===== src/rtl/seq_restoring_div.sv =====
`default_nettype none
// ============================================================================
//  Module   : seq_restoring_div
//  Purpose  : Multi-cycle radix-2 restoring divider, one quotient bit per
//             clock, with a start/busy/done handshake and divide-by-zero
//             reporting. Serves one division at a time.
//  Ports    : clk          rising-edge clock
//             reset        asynchronous, active-low reset
//             start        request, sampled on a rising edge while busy=0
//             dividend     numerator, captured on the accepting edge
//             divisor      denominator, captured on the accepting edge
//             signed_mode  two's-complement operands (DIV_SIGNED_EN only)
//             busy         a division is in progress
//             done         one-cycle pulse, results valid from this cycle
//             quotient     registered quotient
//             remainder    registered remainder
//             div_by_zero  last completed operation had divisor=0
//  Config   : define DIV_SIGNED_EN to add the signed_mode port and the
//             truncate-toward-zero signed fix-up.
//  Revision : 1.0 - initial release
// ============================================================================
module seq_restoring_div #(
   parameter int WIDTH = 32
) (
   input  logic             clk,
   input  logic             reset,
   input  logic             start,
   input  logic [WIDTH-1:0] dividend,
   input  logic [WIDTH-1:0] divisor,
`ifdef DIV_SIGNED_EN
   input  logic             signed_mode,
`endif
   output logic             busy,
   output logic             done,
   output logic [WIDTH-1:0] quotient,
   output logic [WIDTH-1:0] remainder,
   output logic             div_by_zero
);

   localparam int               C_CNT_W = $clog2(WIDTH + 1);
   localparam logic [C_CNT_W-1:0] C_CNT_ONE  = C_CNT_W'(1);
   localparam logic [C_CNT_W-1:0] C_CNT_INIT = C_CNT_W'(WIDTH);

   typedef enum logic [1:0] {
      S_IDLE = 2'd0,
      S_RUN  = 2'd1,
      S_ZERO = 2'd2,
      S_FIN  = 2'd3
   } state_t;

   state_t              state_q, state_d;
   // The stored partial remainder is always below the divisor after a step,
   // so it fits in WIDTH bits; the extra bit lives on the shifted value.
   logic [WIDTH-1:0]    p_q, p_d;
   logic [WIDTH-1:0]    a_q, a_d;
   logic [WIDTH-1:0]    dvs_q, dvs_d;
   logic [C_CNT_W-1:0]  cnt_q, cnt_d;
   logic                busy_q, busy_d;
   logic                done_q, done_d;
   logic [WIDTH-1:0]    quot_q, quot_d;
   logic [WIDTH-1:0]    rem_q, rem_d;
   logic                dbz_q, dbz_d;
   logic                qneg_q, qneg_d;
   logic                rneg_q, rneg_d;

   logic [WIDTH:0]      w_p_shift;
   logic [WIDTH:0]      w_trial;
   logic [WIDTH-1:0]    w_dvd_mag;
   logic [WIDTH-1:0]    w_dvs_mag;
   logic                w_dvd_neg;
   logic                w_dvs_neg;

   // One restoring step: shift {P,A} left, trial-subtract the divisor.
   assign w_p_shift = {p_q, a_q[WIDTH-1]};
   assign w_trial   = w_p_shift - {1'b0, dvs_q};

`ifdef DIV_SIGNED_EN
   assign w_dvd_neg = signed_mode & dividend[WIDTH-1];
   assign w_dvs_neg = signed_mode & divisor[WIDTH-1];
`else
   assign w_dvd_neg = 1'b0;
   assign w_dvs_neg = 1'b0;
`endif
   // The most-negative value maps onto itself, which is its correct unsigned
   // magnitude, so no special case is needed.
   assign w_dvd_mag = w_dvd_neg ? -dividend : dividend;
   assign w_dvs_mag = w_dvs_neg ? -divisor  : divisor;

   always_comb begin
      state_d = state_q;
      p_d     = p_q;
      a_d     = a_q;
      dvs_d   = dvs_q;
      cnt_d   = cnt_q;
      busy_d  = busy_q;
      done_d  = 1'b0;
      quot_d  = quot_q;
      rem_d   = rem_q;
      dbz_d   = dbz_q;
      qneg_d  = qneg_q;
      rneg_d  = rneg_q;
      case (state_q)
         S_IDLE: begin
            if (start) begin
               busy_d = 1'b1;
               if (divisor == '0) begin
                  // Raw dividend is kept for the zero-divisor remainder.
                  a_d     = dividend;
                  state_d = S_ZERO;
               end else begin
                  p_d     = '0;
                  a_d     = w_dvd_mag;
                  dvs_d   = w_dvs_mag;
                  cnt_d   = C_CNT_INIT;
                  qneg_d  = w_dvd_neg ^ w_dvs_neg;
                  rneg_d  = w_dvd_neg;
                  state_d = S_RUN;
               end
            end
         end
         S_RUN: begin
            if (!w_trial[WIDTH]) begin
               p_d = w_trial[WIDTH-1:0];
               a_d = {a_q[WIDTH-2:0], 1'b1};
            end else begin
               p_d = w_p_shift[WIDTH-1:0];
               a_d = {a_q[WIDTH-2:0], 1'b0};
            end
            cnt_d = cnt_q - C_CNT_ONE;
            if (cnt_q == C_CNT_ONE) begin
               state_d = S_FIN;
            end
         end
         S_FIN: begin
            quot_d  = qneg_q ? -a_q : a_q;
            rem_d   = rneg_q ? -p_q : p_q;
            dbz_d   = 1'b0;
            done_d  = 1'b1;
            busy_d  = 1'b0;
            state_d = S_IDLE;
         end
         S_ZERO: begin
            quot_d  = '1;
            rem_d   = a_q;
            dbz_d   = 1'b1;
            done_d  = 1'b1;
            busy_d  = 1'b0;
            state_d = S_IDLE;
         end
         default: begin
            busy_d  = 1'b0;
            state_d = S_IDLE;
         end
      endcase
   end

   always_ff @(posedge clk or negedge reset) begin
      if (!reset) begin
         state_q <= S_IDLE;
         p_q     <= '0;
         a_q     <= '0;
         dvs_q   <= '0;
         cnt_q   <= '0;
         busy_q  <= 1'b0;
         done_q  <= 1'b0;
         quot_q  <= '0;
         rem_q   <= '0;
         dbz_q   <= 1'b0;
         qneg_q  <= 1'b0;
         rneg_q  <= 1'b0;
      end else begin
         state_q <= state_d;
         p_q     <= p_d;
         a_q     <= a_d;
         dvs_q   <= dvs_d;
         cnt_q   <= cnt_d;
         busy_q  <= busy_d;
         done_q  <= done_d;
         quot_q  <= quot_d;
         rem_q   <= rem_d;
         dbz_q   <= dbz_d;
         qneg_q  <= qneg_d;
         rneg_q  <= rneg_d;
      end
   end

   assign busy        = busy_q;
   assign done        = done_q;
   assign quotient    = quot_q;
   assign remainder   = rem_q;
   assign div_by_zero = dbz_q;

endmodule
`default_nettype wire


===== config.mk =====
export PLATFORM = sky130hd
export DESIGN_NAME = seq_restoring_div
export DESIGN_NICKNAME = d
export VERILOG_FILES = /design/src/rtl/seq_restoring_div.sv
export SDC_FILE = /design/constraint.sdc
export NUM_CORES = 1
export LEC_CHECK = 0
export CAP_MARGIN = 20
export CORE_AREA = 2 2 189 98
export DETAILED_ROUTE_END_ITERATION = 8
export DIE_AREA = 0 0 191 100
export HOLD_SLACK_MARGIN = 0.08
export PLACE_DENSITY = 0.8
export SLEW_MARGIN = 20
export SYNTH_ARGS = -nofsm -noshare
export SYNTH_HDL_FRONTEND = slang
export SYNTH_SLANG_ARGS = --single-unit

===== constraint.sdc =====
create_clock -name clk -period 3.5 [get_ports clk]
set_clock_uncertainty 0.15 [all_clocks]
set_input_delay 0.7 -clock clk [delete_from_list [all_inputs] [get_ports clk]]
set_output_delay 0.7 -clock clk [all_outputs]
set_load 0.02 [all_outputs]

==> results of run 1 <==
-- repair_timing --
item	4_1_cts	5_1_grt
resized for setup	0	1
setup endpoints to repair	0	5
buffers inserted	0	0
-- cells by family after synthesis --
logic type	Yosys count	share of synthesized area
compound gates	249	0.1850
simple gates	249	0.1212
flops	171	0.4517
buf+inv	112	0.05745
mux	98	0.1079
fa+ha+maj	35	0.04702
xor+xnor	30	0.02971
-- sequential cells by signal, summed over array words and instances (netlist names) --
register     cells
a_q             32
dvs_q           32
p_q             32
quotient        32
remainder       32
cnt_q            6
state_q          2
busy             1
div_by_zero      1
done             1
-- power groups by stage --
stage               clock [mW]  combinational [mW]  sequential, mW
CTS                       1.85                8.19            3.91
floorplan                    0                5.74            4.06
finish                    1.83                8.27            3.91
global placement             0                7.96            3.89
detailed placement           0                8.11            3.93
global route              1.94                9.06            4.05
-- synth_stat cells (2+ instances only) --
cell type | count | area (um2)
o21ai_1 | 9 | 45.04
buf_2 | 17 | 85.08
clkbuf_1 | 21 | 78.83
nand3_1 | 45 | 225.2
o2111ai_1 | 4 | 35.03
a21oi_1 | 65 | 325.3
o31ai_1 | 5 | 37.54
nor2_1 | 66 | 247.7
nor3_1 | 10 | 50.05
xor2_1 | 12 | 105.1
xnor2_1 | 17 | 148.9
o311ai_2 | 2 | 32.53
mux2i_1 | 65 | 650.6
buf_1 | 10 | 37.54
o31ai_2 | 2 | 25.02
dfrtp_1 | 171 | 4279
or3_1 | 2 | 12.51
o21bai_1 | 4 | 30.03
or2_2 | 2 | 12.51
a21o_1 | 17 | 127.6
a31oi_1 | 7 | 43.79
nand4_1 | 8 | 50.05
a21oi_2 | 2 | 17.52
nor4_1 | 9 | 56.30
o22a_1 | 31 | 271.5
nor2b_1 | 3 | 18.77
a32oi_1 | 14 | 122.6
o21ai_0 | 45 | 225.2
mux2_2 | 33 | 371.6
inv_1 | 47 | 176.4
and2_1 | 3 | 18.77
o211ai_1 | 7 | 52.55
nand2_1 | 78 | 292.8
o21a_1 | 2 | 15.01
o22ai_1 | 4 | 25.02
buf_6 | 9 | 101.4
ha_1 | 34 | 425.4
o311ai_1 | 11 | 96.34
and3_1 | 5 | 31.28
buf_4 | 5 | 37.54
nand2b_1 | 9 | 56.30
-- layout by cell type (no fill, tap or decap), drive strengths merged, types with 10 or more instances in the layout --
master	n
nand3	45
mux2	33
clkbuf	17
o311ai	13
xor2	13
nand2	79
o21ai	55
a21oi	68
ha	34
a21o	19
a32oi	14
inv	57
o22a	31
clkdlybuf4s50	132
mux2i	65
nor2	67
xnor2	17
dfrtp	171
nor3	10
buf	18
-- critical path: stages, from the launching register on --
cell and delay, ns:
dfrtp_1 0.42, inv_1 0.10, ha_1 0.16, inv_1 0.05, fa_1 0.44, a21oi_1 0.18
o211ai_1 0.16, and3_1 0.22, o31ai_2 0.36, o22ai_1 0.27, o311a_1 0.40, nand4_1 0.10
o21ai_1 0.06
-- layer usage --
layer	GRT usage	vias to the layer above
li1	-	3637
met1	0.4308	3832
met2	0.4161	290
met3	0.04860	40
met4	0.08587	0
met5	0	-
-- worst max-delay path by stage --
stage / start / endpoint / slack (ns) / cells past startpoint
2_1_floorplan: a_q[31] / p_q[30] / 0.82 / 12
3_3_place_gp: divisor[0] / p_q[12] / 0.12 / 8
3_5_place_dp: divisor[9] / cnt_q[4] / 0.12 / 10
4_1_cts: a_q[31] / p_q[30] / 0.34 / 12
5_1_grt: a_q[31] / p_q[30] / 0.11 / 12
6_report: a_q[31] / p_q[30] / 0.32 / 12
-- final cells by class --
cell class,instances,area [um2]
clock buffer,17,425.4
inverter,47,176.4
multi-input combinational,661,4674
clock inverter,15,131.4
sequential,171,4284
tap,240,300.3
timing repair buffer,150,1510
fill,1461,6233
==> results.cfg, run 1 <==
[setup_path]
end_kind = flip-flop
ff2ff_setup_slack_ns = 0.32
critPathMaxFanout = 4
worstRegToRegCells = 12
cp.arrival_ns = 3.34
reg2reg_from = a_q[31]
crit_type = flip-flop to flip-flop
worst_setup_path_start_kind = flip-flop
required_ns = 3.66
r2r-end = p_q[30]

[synth]
synth.distinct_cells = 73
yosys_warnings = 0
synth_area_um2 = 9474
post_synth.cell_area_avg_um2 = 10.04
synthArstFlopShare = 1.000
synthFlopType = dfrtp_1
syn_nets = 1046
ys_ff_latch = 171
syn-instance-count = 944
synth_edf_count = 0
seq_area_frac_synth = 0.4517

[drt]
firstDrtPassIters = 5
routed.top_layer = met4
vias_per_cell = 5.995
antenna_left = 0
drt-met1-wl_um = 12480
drc = 0
wl_met3_um = 1721
vias = 7799
dr.first_iter.drc_count = 670
wl_met2_um = 11070
wl_um = 25770
wl_per_cell_um = 19.81

[clocking]
htreeDepth = 4
postCtsHoldBufs = 0
cts-buffers-inserted = 17
clk_latency_ns = 0.44
cts_tree = yes
cts.sinks = 171
cts-root-buf = clkbuf_16
path_clk_slew_ns = 0.07
cts_max_path_buffers = 2

[timing]
holdWs_ns = 0.1645
maxSlewViolCount = 0
worstMarginPinSlew_ns = 0.8014
period_share = 0.9096
min_period_ns = 3.184
max_clock_freq_ghz = 0.3141
final-setup-viol-count = 0
slew_headroom = 0.4658
hold_viol_final = 0
rsz0062_at_grt = false
setup_tns_ns = 0
fin_ws_ns = 0.3162

[place]
gp_congestion = 0.9618
port-buffer-count = 133
post_dp_cell_area_um2 = 10940
hpwl_um = 18520
place_ws_ns = 0.1244
place_inst = 1269

[power]
switchingPower_mw = 6.445
comb_power_share = 0.590
p_int_mw = 7.569
clkPwrFrac = 0.131
p_leak_nw = 5.003
switching_share = 0.4599
ir_drop_uv = 743.9
seqPwrFrac = 0.279
power_density_nw_per_um2 = 1218
fin_total_pwr_mw = 14.01

[outcome]
status = finished clean

[die]
die-area_um2 = 19100
row_count = 35
fp.dieW_um = 191
ios = 134
core_region_area_um2 = 17740
die_h_um = 100
start_util = 0.5342

[global_route]
grt_usage = 0.2841
grt_pass1_wl_um = 41740
grt_start_max_net_pins = 81
antenna_found_initial = 0
grt_pass1_vias = 7548
grt_overflow = 0

[min_path]
min_path_type = primary input to async pin

[final_layout]
drive_above_1_share = 0.1065
final_cells = 1301
fin_nets = 1150
post-route-util = 0.6485
area_delta_synth_final_pct = 21.41
final_cell_area_um2 = 11500
antenna_cells = 0

[run]
maxCapViolations = 0
(Power assumes the default switching activity.)
==> inputs of run 2 (changes only) <==
CAP_MARGIN = default   (was 20)
CORE_AREA = 2 2 198 103   (was 2 2 189 98)
DIE_AREA = 0 0 200 105   (was 0 0 191 100)
PLACE_DENSITY = 0.73   (was 0.8)
==> results.cfg, run 2 (same netlist as run 1, synthesis figures left out) <==
[drt]
wl_per_cell_um = 19.42
antenna_left = 0
drc = 0
dr.first_iter.drc_count = 523
firstDrtPassIters = 4
vias = 7655
wl_um = 25860
vias_per_cell = 5.747

[die]
start_util = 0.4949
die-area_um2 = 21000
ios = 134
fp.dieW_um = 200
row_count = 36
die_h_um = 105
core_region_area_um2 = 19140

[setup_path]
max_stage_delay_ns = 0.42
crit_type = flip-flop to flip-flop
crit_chain = inv_1 -> ha_1 -> inv_1 -> fa_1 -> a21oi_1 -> o211ai_1 -> and3_1 -> o31ai_2 -> o22ai_1 -> o311a_1 -> nand4_1 -> o21ai_1
endpoint = p_q[30]
cp.arrival_ns = 3.33
critPathMostFrequentCell = inv_1
reg2reg_from = a_q[31]
end_kind = flip-flop
r2r-end = p_q[30]
worst_setup_path_start_kind = flip-flop
ff2ff_setup_slack_ns = 0.33
startpoint = a_q[31]
required_ns = 3.65
worstRegToRegCells = 12
cp_slowest_cell = fa_1
critPathMaxFanout = 4

[final_layout]
nFillCells = 1653
final_cell_area_um2 = 11550
area_delta_synth_final_pct = 21.87
post-route-util = 0.6031
final_common_cell = dfrtp_1
layout_common_cells = dfrtp_1 (169), clkdlybuf4s50_1 (132), nand2_1 (77)
final_cells = 1332
fin_nets = 1155
drive_above_1_share = 0.1079
antenna_cells = 0

[clocking]
cts-buffers-inserted = 17
post_cts_buffers = 0
cts_max_path_buffers = 2
htreeDepth = 4
cts.sinks = 171
cts-root-buf = clkbuf_16
clk_latency_ns = 0.44
cts_tree = yes
cts_resized = 0
path_clk_slew_ns = 0.07
postCtsHoldBufs = 0

[timing]
slew_headroom = 0.5241
final-setup-viol-count = 0
min_period_ns = 3.174
maxSlewViolCount = 0
fin_ws_ns = 0.3263
hold_viol_final = 0
rsz0062_at_grt = false
worstMarginPinSlew_ns = 0.7138
period_share = 0.9068
holdWs_ns = 0.1209
setup_tns_ns = 0
max_clock_freq_ghz = 0.3151

[place]
port-buffer-count = 133
place_inst = 1300
hpwl_um = 18710
gp_congestion = 0.9089
post_dp_cell_area_um2 = 11010
place_ws_ns = 0.2666

[power]
ir_drop_uv = 640.1
comb_power_share = 0.594
p_int_mw = 7.586
power_density_nw_per_um2 = 1211
switchingPower_mw = 6.399
clkPwrFrac = 0.127
switching_share = 0.4576
fin_total_pwr_mw = 13.99
p_leak_nw = 5.001
seqPwrFrac = 0.279

[outcome]
status = finished clean

[global_route]
grt_pass1_vias = 7586
grt_usage = 0.2566
grt_start_max_net_pins = 72
grt_pass1_wl_um = 41780
grt_overflow = 0
antenna_found_initial = 0

[min_path]
min_path_type = primary input to async pin

[run]
maxCapViolations = 0
[run 2: cell types whose count changed in the layout (fill, tap and decap cells not counted), sizes merged]
cell and change:
inv -7, buf +5, clkbuf +3, clkinvlp +3, clkinv +1
[run 2: how the worst min path moves through the flow]
stage	to	depth (start not counted)	start
3_3_place_gp	quotient[9]	1	quotient[9]
6_report	quotient[11]	1	reset
3_5_place_dp	quotient[16]	1	quotient[16]
5_1_grt	quotient[11]	1	reset
2_1_floorplan	a_q[0]	0	reset
4_1_cts	quotient[6]	1	reset
[run 2: area by class of cell]
type | instances | area [um2] | area share
Multi-Input combinational cell | 661 | 4667 | 0.4042
Tap cell | 266 | 332.8 | 0.02883
Sequential cell | 171 | 4284 | 0.3710
Timing Repair Buffer | 155 | 1548 | 0.1340
Inverter | 47 | 176.4 | 0.01528
Clock buffer | 20 | 446.7 | 0.03869
Clock inverter | 12 | 91.34 | 0.007911
[run 2: power by group through the flow]
| stage | clock [mW] | combinational, mW | sequential (mW) |
|---|---|---|---|
| after floorplan | 0 | 5.74 | 4.06 |
| after global placement | 0 | 8.04 | 3.91 |
| after CTS | 1.81 | 8.24 | 3.90 |
| after global routing | 1.89 | 9.12 | 4.03 |
| after detailed placement | 0 | 8.17 | 3.92 |
| final | 1.77 | 8.31 | 3.90 |
[run 2: worst max-delay path: cells and delay by family (launching register included)]
| family | cells | cell delay (ns) |
|---|---|---|
| compound gates | 6 | 1.44 |
| fa+ha+maj | 2 | 0.58 |
| buf+inv | 2 | 0.14 |
| flops | 1 | 0.41 |
| simple gates | 2 | 0.34 |
[run 2: per-layer routing]
| metal | vias to the layer above | global-route usage | share of wire |
|---|---|---|---|
| met5 | - | 0 | 0 |
| met4 | 0 | 0.05079 | 0.012 |
| met3 | 28 | 0.05842 | 0.069 |
| met2 | 266 | 0.3663 | 0.42 |
| met1 | 3731 | 0.3946 | 0.50 |
| li1 | 3630 | - | - |
